## config.mk

```make
export PLATFORM = sky130hd
export DESIGN_NAME = ddr5_cmd_sched
export DESIGN_NICKNAME = d
export VERILOG_FILES = /design/src/rtl/ddr5_cmd_sched.sv
export SDC_FILE = /design/constraint.sdc
export NUM_CORES = 1
export LEC_CHECK = 0
export ABC_CLOCK_PERIOD_IN_PS = 4300
export CELL_PAD_IN_SITES_DETAIL_PLACEMENT = 0
export CELL_PAD_IN_SITES_GLOBAL_PLACEMENT = 1
export CORE_UTILIZATION = 25
export DETAILED_ROUTE_END_ITERATION = 6
export MAX_ROUTING_LAYER = met4
export PLACE_DENSITY_LB_ADDON = 0.1
export REMOVE_ABC_BUFFERS = 1
export SYNTH_ARGS = -nofsm -noshare
export SYNTH_HDL_FRONTEND = slang
export SYNTH_SLANG_ARGS = --single-unit
```

## constraint.sdc

```tcl
create_clock -name sys_clk -period 4.3 [get_ports sys_clk]
set_input_delay 0.43 -clock sys_clk [delete_from_list [all_inputs] [get_ports sys_clk]]
set_output_delay 0.43 -clock sys_clk [all_outputs]
set_load 0.005 [all_outputs]
```

## src/rtl/ddr5_cmd_sched.sv

```systemverilog
// DDR5 command scheduler: arbitrates read/write requests onto a single command port,
// tracks one open row, enforces tRP/tRCD/tRFC and issues periodic refresh.
module ddr5_cmd_sched #(
  parameter int ADDR_W  = 32,
  parameter int ROW_LSB = 12,
  parameter int TRCD    = 4,
  parameter int TRP     = 3,
  parameter int TRFC    = 8,
  parameter int TREFI   = 64
) (
  input  logic              sys_clk,
  input  logic              sys_rst,
  input  logic              wr_req_valid,
  input  logic [ADDR_W-1:0] wr_req_addr,
  output logic              wr_req_ready,
  input  logic              rd_req_valid,
  input  logic [ADDR_W-1:0] rd_req_addr,
  output logic              rd_req_ready,
  input  logic              wdata_readable,
  output logic              wdata_re,
  output logic              cmd_valid,
  output logic [2:0]        cmd_op,
  output logic [ADDR_W-1:0] cmd_addr,
  input  logic              cmd_ready,
  output logic              busy
);

  localparam int ROW_W  = ADDR_W - ROW_LSB;
  localparam int TMAX   = (TRFC > TRCD) ? ((TRFC > TRP) ? TRFC : TRP) : ((TRCD > TRP) ? TRCD : TRP);
  localparam int CNT_W  = $clog2(TMAX + 1);
  localparam int REFI_W = (TREFI > 2) ? $clog2(TREFI) : 1;

  localparam logic [2:0] OP_NOP = 3'd0;
  localparam logic [2:0] OP_ACT = 3'd1;
  localparam logic [2:0] OP_RD  = 3'd2;
  localparam logic [2:0] OP_WR  = 3'd3;
  localparam logic [2:0] OP_PRE = 3'd4;
  localparam logic [2:0] OP_REF = 3'd5;

  typedef enum logic [2:0] {
    S_IDLE, S_PRE, S_TRP_WAIT, S_ACT, S_TRCD_WAIT, S_RW, S_REF, S_TRFC_WAIT
  } state_t;

  state_t              state, nxt;
  logic                row_open;
  logic [ROW_W-1:0]    open_row;
  logic                last_wr;
  logic                req_vld;
  logic                req_wr;
  logic [ADDR_W-1:0]   req_addr;
  logic [REFI_W-1:0]   refi_cnt;
  logic                ref_pending;
  logic [CNT_W-1:0]    wait_cnt;

  logic                wr_elig, rd_elig, refi_wrap, ref_due, grant, grant_wr, cmd_fire, wait_done;
  logic [ADDR_W-1:0]   grant_addr;
  logic [ROW_W-1:0]    grant_row;

  assign wr_elig    = wr_req_valid & wdata_readable;
  assign rd_elig    = rd_req_valid;
  assign refi_wrap  = (refi_cnt == REFI_W'(TREFI - 1));
  // a refresh coming due this cycle already blocks grants, so a racing request waits
  assign ref_due    = ref_pending | refi_wrap;
  assign grant      = (state == S_IDLE) & ~ref_due & (wr_elig | rd_elig);
  assign grant_wr   = wr_elig & (~rd_elig | ~last_wr);
  assign grant_addr = grant_wr ? wr_req_addr : rd_req_addr;
  assign grant_row  = grant_addr[ADDR_W-1:ROW_LSB];
  assign cmd_fire   = cmd_valid & cmd_ready;
  // counter holds T-1 on entry; leaving as it reaches 0 gives exactly T cycles to next valid
  assign wait_done  = (wait_cnt <= CNT_W'(1));

  always_ff @(posedge sys_clk) begin
    if (sys_rst) state <= S_IDLE;
    else         state <= nxt;
  end

  always_comb begin
    nxt = state;
    case (state)
      S_IDLE: begin
        if (ref_due)    nxt = row_open ? S_PRE : S_REF;
        else if (grant) nxt = !row_open ? S_ACT : ((grant_row == open_row) ? S_RW : S_PRE);
      end
      S_PRE:       if (cmd_fire)  nxt = S_TRP_WAIT;
      S_TRP_WAIT:  if (wait_done) nxt = req_vld ? S_ACT : S_REF;
      S_ACT:       if (cmd_fire)  nxt = S_TRCD_WAIT;
      S_TRCD_WAIT: if (wait_done) nxt = S_RW;
      S_RW:        if (cmd_fire)  nxt = S_IDLE;
      S_REF:       if (cmd_fire)  nxt = S_TRFC_WAIT;
      S_TRFC_WAIT: if (wait_done) nxt = S_IDLE;
      default:                    nxt = S_IDLE;
    endcase
  end

  always_comb begin
    cmd_valid    = 1'b0;
    cmd_op       = OP_NOP;
    cmd_addr     = '0;
    rd_req_ready = 1'b0;
    wr_req_ready = 1'b0;
    wdata_re     = 1'b0;
    busy         = 1'b0;
    if (!sys_rst) begin
      busy = (state != S_IDLE);
      case (state)
        S_PRE: begin
          cmd_valid = 1'b1;
          cmd_op    = OP_PRE;
        end
        S_ACT: begin
          cmd_valid = 1'b1;
          cmd_op    = OP_ACT;
          cmd_addr  = {req_addr[ADDR_W-1:ROW_LSB], {ROW_LSB{1'b0}}};
        end
        S_RW: begin
          cmd_valid    = 1'b1;
          cmd_op       = req_wr ? OP_WR : OP_RD;
          cmd_addr     = req_addr;
          rd_req_ready = cmd_ready & ~req_wr;
          wr_req_ready = cmd_ready & req_wr;
          wdata_re     = cmd_ready & req_wr;
        end
        S_REF: begin
          cmd_valid = 1'b1;
          cmd_op    = OP_REF;
        end
        default: ;
      endcase
    end
  end

  always_ff @(posedge sys_clk) begin
    if (sys_rst) begin
      row_open    <= 1'b0;
      open_row    <= '0;
      last_wr     <= 1'b0;
      req_vld     <= 1'b0;
      req_wr      <= 1'b0;
      req_addr    <= '0;
      refi_cnt    <= '0;
      ref_pending <= 1'b0;
      wait_cnt    <= '0;
    end else begin
      refi_cnt <= refi_wrap ? '0 : refi_cnt + REFI_W'(1);
      if (refi_wrap)                        ref_pending <= 1'b1;
      else if (state == S_REF && cmd_fire)  ref_pending <= 1'b0;

      if (grant) begin
        req_vld  <= 1'b1;
        req_wr   <= grant_wr;
        req_addr <= grant_addr;
        last_wr  <= grant_wr;
      end

      case (state)
        S_PRE: if (cmd_fire) begin
          row_open <= 1'b0;
          wait_cnt <= CNT_W'(TRP - 1);
        end
        S_ACT: if (cmd_fire) begin
          row_open <= 1'b1;
          open_row <= req_addr[ADDR_W-1:ROW_LSB];
          wait_cnt <= CNT_W'(TRCD - 1);
        end
        S_RW:  if (cmd_fire) req_vld <= 1'b0;
        S_REF: if (cmd_fire) wait_cnt <= CNT_W'(TRFC - 1);
        S_TRP_WAIT, S_TRCD_WAIT, S_TRFC_WAIT:
          if (wait_cnt != '0) wait_cnt <= wait_cnt - CNT_W'(1);
        default: ;
      endcase
    end
  end

endmodule
```

---- Word level (Yosys, flattened, before mapping) ----
Cells that the tools add are included.
storage, ports and cells
  bits in registers ....................... 69
  memories kept ........................... 0
  output and inout port bits .............. 40
  bits in latches ......................... 0
  input port bits ......................... 70
  memory bits (read-only) ................. 0
  RAM bits ................................ 0
  logic and storage cells ................. 97
cells by class
  multiply operators ...................... 0
  div/mod/pow operators ................... 0
  mux-type cells .......................... 40
  shift operators ......................... 0
  equality and inequality tests ........... 18
  $add $sub $neg .......................... 2
  $lt $le $gt $ge ......................... 1
  reduce and logical (&&, ||, !) cells .... 14
  bitwise logic cells ..................... 13
operators by type and width
  operator               count
  $mux W32               2
  $pmux W32 S2           1
  $mux W3                14
  $pmux W3 S8            1
  $eq A20 B20 Y1         1
  $mux W4                4
  $ne A2 B2 Y1 const B   8
  $pmux W4 S4            1
  $mux W1                15
  $eq A3 B3 Y1 const B   4
  $pmux W3 S4            1
  $reduce_and A8 Y1      1
  $reduce_bool A4 Y1     2
  $and A1 B1 Y1          7
  $add A6 B1 Y6 const B  1
  $eq A3 B2 Y1 const B   2
  $eq A6 B6 Y1 const B   1
  $reduce_and A5 Y1      1
  $le A4 B1 Y1 const B   1
  $reduce_bool A2 Y1     2
  $reduce_or A4 Y1       1
  $sub A4 B1 Y4 const B  1
  $eq A3 B1 Y1 const B   1
  $logic_not A3 Y1       1
  10 further kinds       14

---- Logic depth before layout (Yosys ltp) ----
Gate-level depths: netlist of the first run.
  depth in word-level cells ............... 10
  depth in mapped cells ................... 9
  gate-level depth less buffers ........... 8

---- Least setup slack after synthesis of the first run ----
Ideal clock, no wire load.
  path type ............................... input-to-output
  from .................................... input port sys_rst
  to ...................................... output port wr_req_ready
  buffers on the path ..................... 3
  stages .................................. 7
  data required time ...................... 3.870 ns
  arrival time ............................ 1.583 ns
  slack ................................... 2.287 ns
  cells stage by stage .................... buf_2 nand2b_1 nor2_1 clkbuf_1 nand2_1 nor2_1 buf_4
between the ends
  longest elaborated chain between the ends .. 1
ends and longest elaborated chain
  item             RTL line  text
  start, declared  12        input logic sys_rst,
  $mux W1          --
  end, declared    15        output logic wr_req_ready,
No other way between the ends.

---- Final worst setup path of the first run ----
  from .................................... register state[1]
  to ...................................... output port cmd_addr[22]
between the ends
  longest elaborated chain between the ends .. 3
  elaborated cells between the ends (all ways) .. 4
  those cells by class .................... eq/ne (2); mux (2)
ends and longest elaborated chain
  item                                                 RTL line  text
  start, declared                                      44        state_t state, nxt;
  start signal, assigned                               74        else state <= nxt;
  $eq A3 B3 Y1 / $eq A3 B2 Y1 (equally long branches)  105       case (state)
  $pmux W32 S2 (*)                                     105
  $mux W32 (*)                                         103       if (!sys_rst) begin
  end, declared                                        23        output logic [ADDR_W-1:0] cmd_addr,
Every way passes the cells marked *; elsewhere a longest branch is shown, timed or not.

==> results.cfg, run 1 <==
[clock_tree]
htree_levels = 3
post_cts_buffers = 0
cts_buffers = 9
ctsHoldBuffers = 0
cts_buffer_depth = 2
root_buffer = clkbuf_16
path_clk_slew_ns = 0.06
clkSinkCount = 69
cts-resized-gates = 0
clock_latency_ns = 0.34
tritoncts = yes

[detailed_routing]
drc = 0
drtAntennaViolNets = 0
firstDrtPassIters = 7
wirelength_mm = 13.93
drt_iter0_markers = 214
wl_per_cell_um = 16.69
vias_per_cell = 4.824
vias = 4028

[global_routing]
overflow = 0
grt_pass1_wl_mm = 22.16
grt_max_degree = 46
track_usage_pct = 18.26
grt_antenna_before_repair = 0
grt_pass1_vias = 3956

[setup_path]
critPathCaptureType = primary output
worstPathMaxFanout = 20
r2r_cells = 6
r2r-start = state[2]
rrSetupSlack_ns = 1.67
startpoint_type = flop
crit_arrival_ns = 2.71
crit_end = cmd_addr[22]
timing_worst_setup_path_type = flop to primary output
reg2reg_to = req_addr[9]
cp.required_ns = 3.87
critPathLaunch = state[1]

[power_and_ir_drop]
pwr_density_cell_nw_per_um2 = 474.9
p_total_mw = 2.614
leakagePower_nw = 1.944
peakVddDrop_uv = 222.8

[cells_and_area]
final_layout_size_suffix_gt1_share_pct = 6.410
antenna_cells = 0
area_growth_pct = 39.24
nNetsFinal = 692

[timing]
fin_crit_ns = 3.142
rsz0062_at_grt = no
final_max_slew_viol_count = 0
timing_hold_violations_final = 0
fin_crit_sh_pct = 73.08
max_slew_margin_pct = 26.58
max_freq_ghz = 0.3182
setup_violations = 0
clock_skew_ns = 0.007511
worstMarginPinSlew_ns = 1.098
setup_tns_ns = 0

[die]
dieArea_um2 = 16320
initial_core_util_pct = 25.82
rows = 45
dieHeight_um = 127.8
core_um2 = 15310
die_width_um = 127.8
io_pins = 110

[synthesis]
ys_warn_count = 0
avgSynthCellArea_um2 = 7.517
synth_area_leaders = dfxtp_1 35%, nand2_1 9.9%, nor2_1 5.5%
ys_seq_elements = 69
ys_seq_area_share_pct = 34.94
synth.distinct_cells = 54
syn_inst = 526
synthFlopType = dfxtp_1
synth_edf_count = 0
synth_common_cells = 104 x nand2_1, 69 x dfxtp_1, 58 x nor2_1
synth-async-reset-ratio_pct = 0
synth_top_area_share_pct = 34.94
yosysTopAreaCell = dfxtp_1
yosysMostFrequentCell = nand2_1
synth_area_um2 = 3954

[worst_hold_path]
worstHoldPathType = flop to flop
hold_start = refi_cnt[0]
whs_path_depth = 1

[outcome]
outcome = completed

[placed_design]
place_hpwl_mm = 9.631
io_buffers = 109
gp_congestion = 0.8029

[run]
max_cap_viol_count = 0
area by class of cell:
class	instances	area, um^2
Inverter	28	105.1
Clock inverter	3	20.02
Fill cell	1691	9809
Tap cell	211	264.0
Clock buffer	13	260.3
Sequential cell	69	1381
Multi-Input combinational cell	396	2331
Timing Repair Buffer	115	1144
power breakdown:
| part | internal [mW] | switching, mW |
|---|---|---|
| logic | 0.425 | 0.552 |
| clock network | 0.421 | 0.291 |
| registers | 0.784 | 0.141 |
| total | 1.63 | 0.983 |
metrics by stage:
| stage | utilization (%) | cells | area [um^2] | hold slack [ns] | worst slack (ns) |
|---|---|---|---|---|---|
| 5_1_grt | 35.95 | 835 | 5505 | 0.4700 | 0.9483 |
| 2_1_floorplan | - | 493 | 3801 | 0.4179 | 1.194 |
| 3_3_place_gp | 34.12 | 819 | 5225 | 0.4311 | 1.247 |
| 3_5_place_dp | 34.12 | 819 | 5225 | 0.4402 | 1.121 |
| 4_1_cts | 35.95 | 835 | 5505 | 0.4486 | 1.140 |
| 6_report | 35.95 | 835 | 5505 | 0.4432 | 1.158 |
routing by layer:
metal,global-route usage [%],wire length [um]
met1,23.29,6600
met2,29.03,6559
met3,4.048,626
met4,4.913,146
met5,-,0
state kept, by name, indices dropped and copies added (netlist names):
signal	flops
req_addr	32
open_row	20
refi_cnt	6
wait_cnt	4
state	3
ref_pending	1
req_vld	1
req_wr	1
row_open	1
cells by family (layout without fill, tap and decap cells):
logic type / count (synthesis) / count (layout) / share of synthesized area, %
AND/OR/NAND/NOR: 248 / 248 / 28.96
AO/OA/AOI/OAI: 125 / 125 / 23.99
flip-flops: 69 / 69 / 34.94
buffers and inverters: 61 / 159 / 6.519
XOR/XNOR: 13 / 13 / 2.880
multiplexers: 7 / 7 / 1.772
adder cells (fa/ha/maj): 3 / 3 / 0.9495
cells in the final DEF, fill, tap and decap left out, types with 4 or more instances in the layout:
master | Yosys | routed
nor2_1 | 58 | 58
nand3_1 | 10 | 10
and2_1 | 34 | 34
nand2b_1 | 12 | 12
a2111oi_0 | 7 | 7
nor3b_1 | 4 | 4
buf_4 | 3 | 5
dfxtp_1 | 69 | 69
clkbuf_16 | 0 | 9
inv_1 | 28 | 28
a311oi_2 | 10 | 10
o21ai_0 | 12 | 12
nor2b_1 | 4 | 4
a21oi_1 | 37 | 37
nand2_1 | 104 | 104
xnor2_1 | 8 | 8
xor2_1 | 5 | 5
clkdlybuf4s50_1 | 0 | 108
a22oi_1 | 5 | 5
a211oi_1 | 8 | 8
a311oi_1 | 20 | 20
mux2i_1 | 7 | 7
critical path, cell delays in order, from the launching register on:
cell,delay (ns)
dfxtp_1,0.60
inv_1,0.21
nor2_1,0.28
inv_1,0.13
a21oi_1,0.16
buf_4,0.29
and2_1,0.19
clkdlybuf4s50_1,0.50
worst min path at each step:
stage,to,slack [ns]
after CTS,refi_cnt[0],0.45
after detailed placement,refi_cnt[0],0.44
final,refi_cnt[0],0.44
after global routing,refi_cnt[0],0.47
after floorplan,refi_cnt[0],0.42
after global placement,refi_cnt[0],0.43
No activity file was read; power rests on OpenSTA's default activity.
==> run 2: changes to the inputs <==
--- a/config.mk
+++ b/config.mk
@@ -5,7 +5,7 @@
 export SDC_FILE = /design/constraint.sdc
 export NUM_CORES = 1
 export LEC_CHECK = 0
-export ABC_CLOCK_PERIOD_IN_PS = 4300
+export ABC_CLOCK_PERIOD_IN_PS = 2600
 export CELL_PAD_IN_SITES_DETAIL_PLACEMENT = 0
 export CELL_PAD_IN_SITES_GLOBAL_PLACEMENT = 1
 export CORE_UTILIZATION = 25
==> constraint.sdc (replaced) <==
create_clock -name sys_clk -period 2.6 [get_ports sys_clk]
set_input_delay 0.26 -clock sys_clk [delete_from_list [all_inputs] [get_ports sys_clk]]
set_output_delay 0.26 -clock sys_clk [all_outputs]
set_load 0.005 [all_outputs]
==> run 2 against run 1 <==
  * Clock power is 67% higher
  * Via count increased by 0.42%
  * Final area up 1.6%
  * Flip-flop and latch count did not move
  * Sequential share of layout area down 0.37 points
  * Global-route usage fell by 0.57 points
  * Combinational power grew 74%
  * Die area is the same
  * Largest power group unchanged
==> results.cfg, run 2 (same netlist as run 1, synthesis figures left out) <==
[clock_tree]
clock_latency_ns = 0.34
tritoncts = yes
htree_levels = 3
path_clk_slew_ns = 0.06
clkSinkCount = 69
ctsHoldBuffers = 0
cts_buffers = 9
cts_buffer_depth = 2
root_buffer = clkbuf_16

[power_and_ir_drop]
peakVddDrop_uv = 326.1
leakagePower_nw = 1.998
p_int_mw = 2.764
swShare_pct = 37.05
p_total_mw = 4.391
p_seq_share_pct = 34.0
switching_power_mw = 1.627
combPwrFrac_pct = 38.8
pwr_density_cell_nw_per_um2 = 785.0
clockPowerShare_pct = 27.2

[setup_path]
cpLargestDelayFamily = buffers and inverters
timing_worst_setup_path_type = flop to primary output
slowest_delay_ns = 0.50
worst-path-buf-inv = 2
critPathCaptureType = primary output
crit_arrival_ns = 2.18
r2r_cells = 7
worstPathMaxFanout = 17
path_cells = nand2b_1, nor2_1, buf_4, and2_1, clkdlybuf4s50_1
startpoint_type = flop
reg2reg_to = req_addr[13]
rrSetupSlack_ns = 0.44
slowest_stage = dfxtp_2
cp.required_ns = 2.34
r2r-start = state[1]

[cells_and_area]
layoutNonFillerInstCount = 844
final_common_cell = clkdlybuf4s50_1
area_growth_pct = 41.46
largest_reg_flops = 32
final_cell_mix = 108 x clkdlybuf4s50_1, 104 x nand2_1, 68 x dfxtp_1
regMostFlops = req_addr
nNetsFinal = 702
final_area_um2 = 5593
final_layout_size_suffix_gt1_share_pct = 8.215
top_regs = req_addr: 32 flops, open_row: 20 flops, refi_cnt: 6 flops
antenna_cells = 0

[timing]
max_slew_margin_pct = 60.82
setup_tns_ns = 0
clock_skew_ns = 0.004564
worstMarginPinSlew_ns = 0.5877
max_freq_ghz = 0.4098
setup_violations = 0
fin_crit_sh_pct = 93.84
final_max_slew_viol_count = 0
rsz0062_at_grt = no
timing_hold_violations_final = 0
fin_crit_ns = 2.440
finalWorstSetupSlack_ns = 0.1601

[worst_hold_path]
whs_path_depth = 3
worstHoldPathType = input port to flop
hold_start = sys_rst
hold-path-endpoint = req_wr

[placed_design]
gp_congestion = 0.8518
io_buffers = 109
dpl_worst_slack_ns = 0.1787
place_inst = 829
place_hpwl_mm = 9.836
dpl_cell_area_um2 = 5306

[detailed_routing]
wl_per_cell_um = 16.32
drc = 0
wirelength_mm = 13.77
drtAntennaViolNets = 0
vias = 4045
vias_per_cell = 4.793
firstDrtPassIters = 4
drt_iter0_markers = 214

[die]
dieArea_um2 = 16320
dieHeight_um = 127.8
io_pins = 110
die_width_um = 127.8
initial_core_util_pct = 25.82
core_um2 = 15310
rows = 45

[global_routing]
grt_pass1_vias = 3870
grt_antenna_before_repair = 0
grt_max_degree = 54
overflow = 0
track_usage_pct = 17.68
grt_pass1_wl_mm = 21.56

[run]
max_cap_viol_count = 0

[outcome]
outcome = completed
==> run 2: cell type report <==
cell class	instances	area, um^2
clock inverter	1	5.005
inverter	28	105.1
timing repair buffer	125	1231
tap	211	264.0
fill	1693	9722
clock buffer	14	274.0
sequential	69	1383
multi-input combinational	396	2331
==> run 2: worst max-delay path by stage <==
stage	from	end	slack (ns)	cells after the start
finish	state[0]	cmd_addr[9]	0.16	5
global route	state[0]	cmd_addr[9]	0.01	5
CTS	state[1]	cmd_addr[29]	0.08	7
detailed placement	wr_req_valid	state[2]	0.18	8
global placement	wr_req_valid	state[2]	0.23	8
floorplan	state[2]	req_addr[10]	-0.51	5
==> run 2: per-layer routing <==
metal  up-vias  GRT usage (%)  share of wire (%)
li1       2035              -                  -
met1      1899          22.80                 47
met2       103          28.04                 47
met3         8          3.631                5.0
met4         0          4.775                1.1
met5         -              -                  0
==> run 2: worst min-delay path, cell delays in order <==
cell and delay [ns]:
buf_2 0.12, buf_4 0.23, nor2_1 0.12
==> run 2: stage by stage <==
step,hold WS [ns],util (%)
6_report,0.4280,36.52
4_1_cts,0.4095,36.50
3_5_place_dp,0.4504,34.65
5_1_grt,0.4357,36.52
3_3_place_gp,0.4342,34.65
2_1_floorplan,0.3279,-
==> run 2: power groups by stage <==
| stage | clock network, mW | registers [mW] | logic (mW) |
|---|---|---|---|
| floorplan | 0 | 1.47 | 1.09 |
| global placement | 0 | 1.51 | 1.71 |
| detailed placement | 0 | 1.51 | 1.72 |
| CTS | 1.24 | 1.49 | 1.73 |
| global route | 1.27 | 1.53 | 1.93 |
| finish | 1.19 | 1.49 | 1.70 |
==> run 2: timing repair <==
| action | 4_1_cts | 5_1_grt |
|---|---|---|
| endpoints found under the setup margin | 32 | 11 |
| resized for setup | 2 | 1 |
| setup buffers | 0 | 0 |
==> run 3: changes to the inputs <==
--- a/config.mk
+++ b/config.mk
@@ -8,8 +8,10 @@
 export ABC_CLOCK_PERIOD_IN_PS = 2600
 export CELL_PAD_IN_SITES_DETAIL_PLACEMENT = 0
 export CELL_PAD_IN_SITES_GLOBAL_PLACEMENT = 1
+export CORE_MARGIN = 3
 export CORE_UTILIZATION = 25
 export DETAILED_ROUTE_END_ITERATION = 6
+export HOLD_SLACK_MARGIN = 0.1
 export MAX_ROUTING_LAYER = met4
 export PLACE_DENSITY_LB_ADDON = 0.1
 export REMOVE_ABC_BUFFERS = 1
==> run 3 against run 2 <==
  * Final cell count grew 0.24%
  * Non-clock buffer count grew 1
  * Largest cell class unchanged
  * Combinational power grew 2%
  * Via count grew 0.91%
  * Highest routed layer unchanged
  * Fmax is essentially flat
==> results.cfg, run 3 (same netlist as run 1, synthesis figures left out) <==
[clock_tree]
clkSinkCount = 69
root_buffer = clkbuf_16
htree_levels = 3
cts_buffer_depth = 2
cts_buffers = 9
clock_latency_ns = 0.34
path_clk_slew_ns = 0.06
tritoncts = yes

[global_routing]
grt_max_degree = 43
grt_pass1_vias = 4002
grt_pass1_wl_mm = 22.34
grt_antenna_before_repair = 0
track_usage_pct = 16.69
overflow = 0

[die]
io_pins = 110
dieArea_um2 = 17360
die_width_um = 131.8
initial_core_util_pct = 25.82
core_um2 = 15310
dieHeight_um = 131.8
rows = 45

[setup_path]
cp.required_ns = 2.34
worstPathMaxFanout = 10
crit_end = cmd_addr[19]
rrSetupSlack_ns = 0.45
crit_arrival_ns = 2.18
reg2reg_to = req_addr[15]
timing_worst_setup_path_type = flop to primary output
r2r_cells = 6
critPathCaptureType = primary output
startpoint_type = flop
critPathLaunch = state[1]
r2r-start = state[2]

[cells_and_area]
final_area_um2 = 5598
regMostFlops = req_addr
fin_util_pct = 36.55
final_cell_mix = 108 x clkdlybuf4s50_1, 104 x nand2_1, 67 x dfxtp_1
final_layout_size_suffix_gt1_share_pct = 8.504
final_common_cell = clkdlybuf4s50_1
top_regs = req_addr: 32 flops, open_row: 20 flops, refi_cnt: 6 flops
nNetsFinal = 703
largest_reg_flops = 32
area_growth_pct = 41.58
antenna_cells = 0

[placed_design]
dpl_worst_slack_ns = 0.1982
gp_congestion = 0.8850
io_buffers = 109
dpl_cell_area_um2 = 5331
place_hpwl_mm = 10.20

[detailed_routing]
vias_per_cell = 4.825
wirelength_mm = 13.92
wl_per_cell_um = 16.45
drc = 0
drtAntennaViolNets = 0
drt_iter0_markers = 275
firstDrtPassIters = 5
vias = 4082

[power_and_ir_drop]
p_int_mw = 2.716
pwr_density_cell_nw_per_um2 = 779.0
peakVddDrop_uv = 356.8
combPwrFrac_pct = 39.9
p_seq_share_pct = 34.6
leakagePower_nw = 2.002
clockPowerShare_pct = 25.5
switching_power_mw = 1.645
swShare_pct = 37.72

[timing]
fin_crit_sh_pct = 93.80
max_freq_ghz = 0.4100
worstMarginPinSlew_ns = 0.5194
final_max_slew_viol_count = 0
setup_violations = 0
timing_hold_violations_final = 0
rsz0062_at_grt = no
clock_skew_ns = 0.003394
setup_tns_ns = 0
finalWorstSetupSlack_ns = 0.1612
max_slew_margin_pct = 65.37
fin_crit_ns = 2.439

[worst_hold_path]
worstHoldPathType = flop to flop
whs_path_depth = 1

[outcome]
outcome = completed

[run]
max_cap_viol_count = 0
## run 3: cell count changes in the layout (fill, tap and decap cells not counted), sizes merged
cell      previous run  this run
buf                 17        18
clkinv               1         4
clkbuf              14        11
clkinvlp             0         1
## run 3: layer usage
layer  vias to the layer above  wire (um)  global-route usage, %
met1                      1928       6752                  22.48
met2                       112       6351                  25.39
met3                        10        665                  4.084
met5                         -          0                      -
met4                         0        145                  3.851
li1                       2032          -                      -
## run 3: critical path, cell delays in order, from the launching register on
cell and delay [ns]:
dfxtp_2 0.39, inv_1 0.14, nor2_1 0.14, inv_1 0.09, a21oi_2 0.19, buf_4 0.20
and2_1 0.17, clkdlybuf4s50_1 0.51
## run 3: metrics by stage
stage | total power, mW | instances | hold slack, ns
2_1_floorplan | 2.559 | 493 | 0.3279
3_3_place_gp | 3.259 | 830 | 0.4329
3_5_place_dp | 3.277 | 830 | 0.4435
4_1_cts | 4.421 | 846 | 0.4520
5_1_grt | 4.693 | 846 | 0.4677
6_report | 4.361 | 846 | 0.4508
## run 3: layout make-up
| type | count | area [um^2] |
|---|---|---|
| Fill cell | 1670 | 9717 |
| Multi-Input combinational cell | 396 | 2333 |
| Sequential cell | 69 | 1384 |
| Timing Repair Buffer | 126 | 1251 |
| Tap cell | 211 | 264.0 |
| Clock buffer | 11 | 232.7 |
| Inverter | 28 | 105.1 |
| Clock inverter | 5 | 27.53 |
## run 3: power by group through the flow
stage | Sequential (mW) | Combinational (mW) | Clock, mW
6_report | 1.51 | 1.74 | 1.11
5_1_grt | 1.55 | 1.95 | 1.20
4_1_cts | 1.50 | 1.76 | 1.15
3_5_place_dp | 1.52 | 1.75 | 0
3_3_place_gp | 1.52 | 1.74 | 0
2_1_floorplan | 1.47 | 1.09 | 0
## run 3: timing repair
action	in CTS	in global routing
gates resized for setup	2	1
hold buffers	0	0
pin swaps	0	0
hold endpoints to repair	0	0
setup buffers	0	0
endpoints found under the setup margin	20	21
## run 3: worst min path at each step
stage,from,to,slack (ns)
after detailed placement,refi_cnt[0],refi_cnt[0],0.44
final,refi_cnt[0],refi_cnt[0],0.45
after global routing,refi_cnt[0],refi_cnt[0],0.47
after floorplan,sys_rst,req_addr[10],0.33
after CTS,refi_cnt[0],refi_cnt[0],0.45
after global placement,refi_cnt[0],refi_cnt[0],0.43
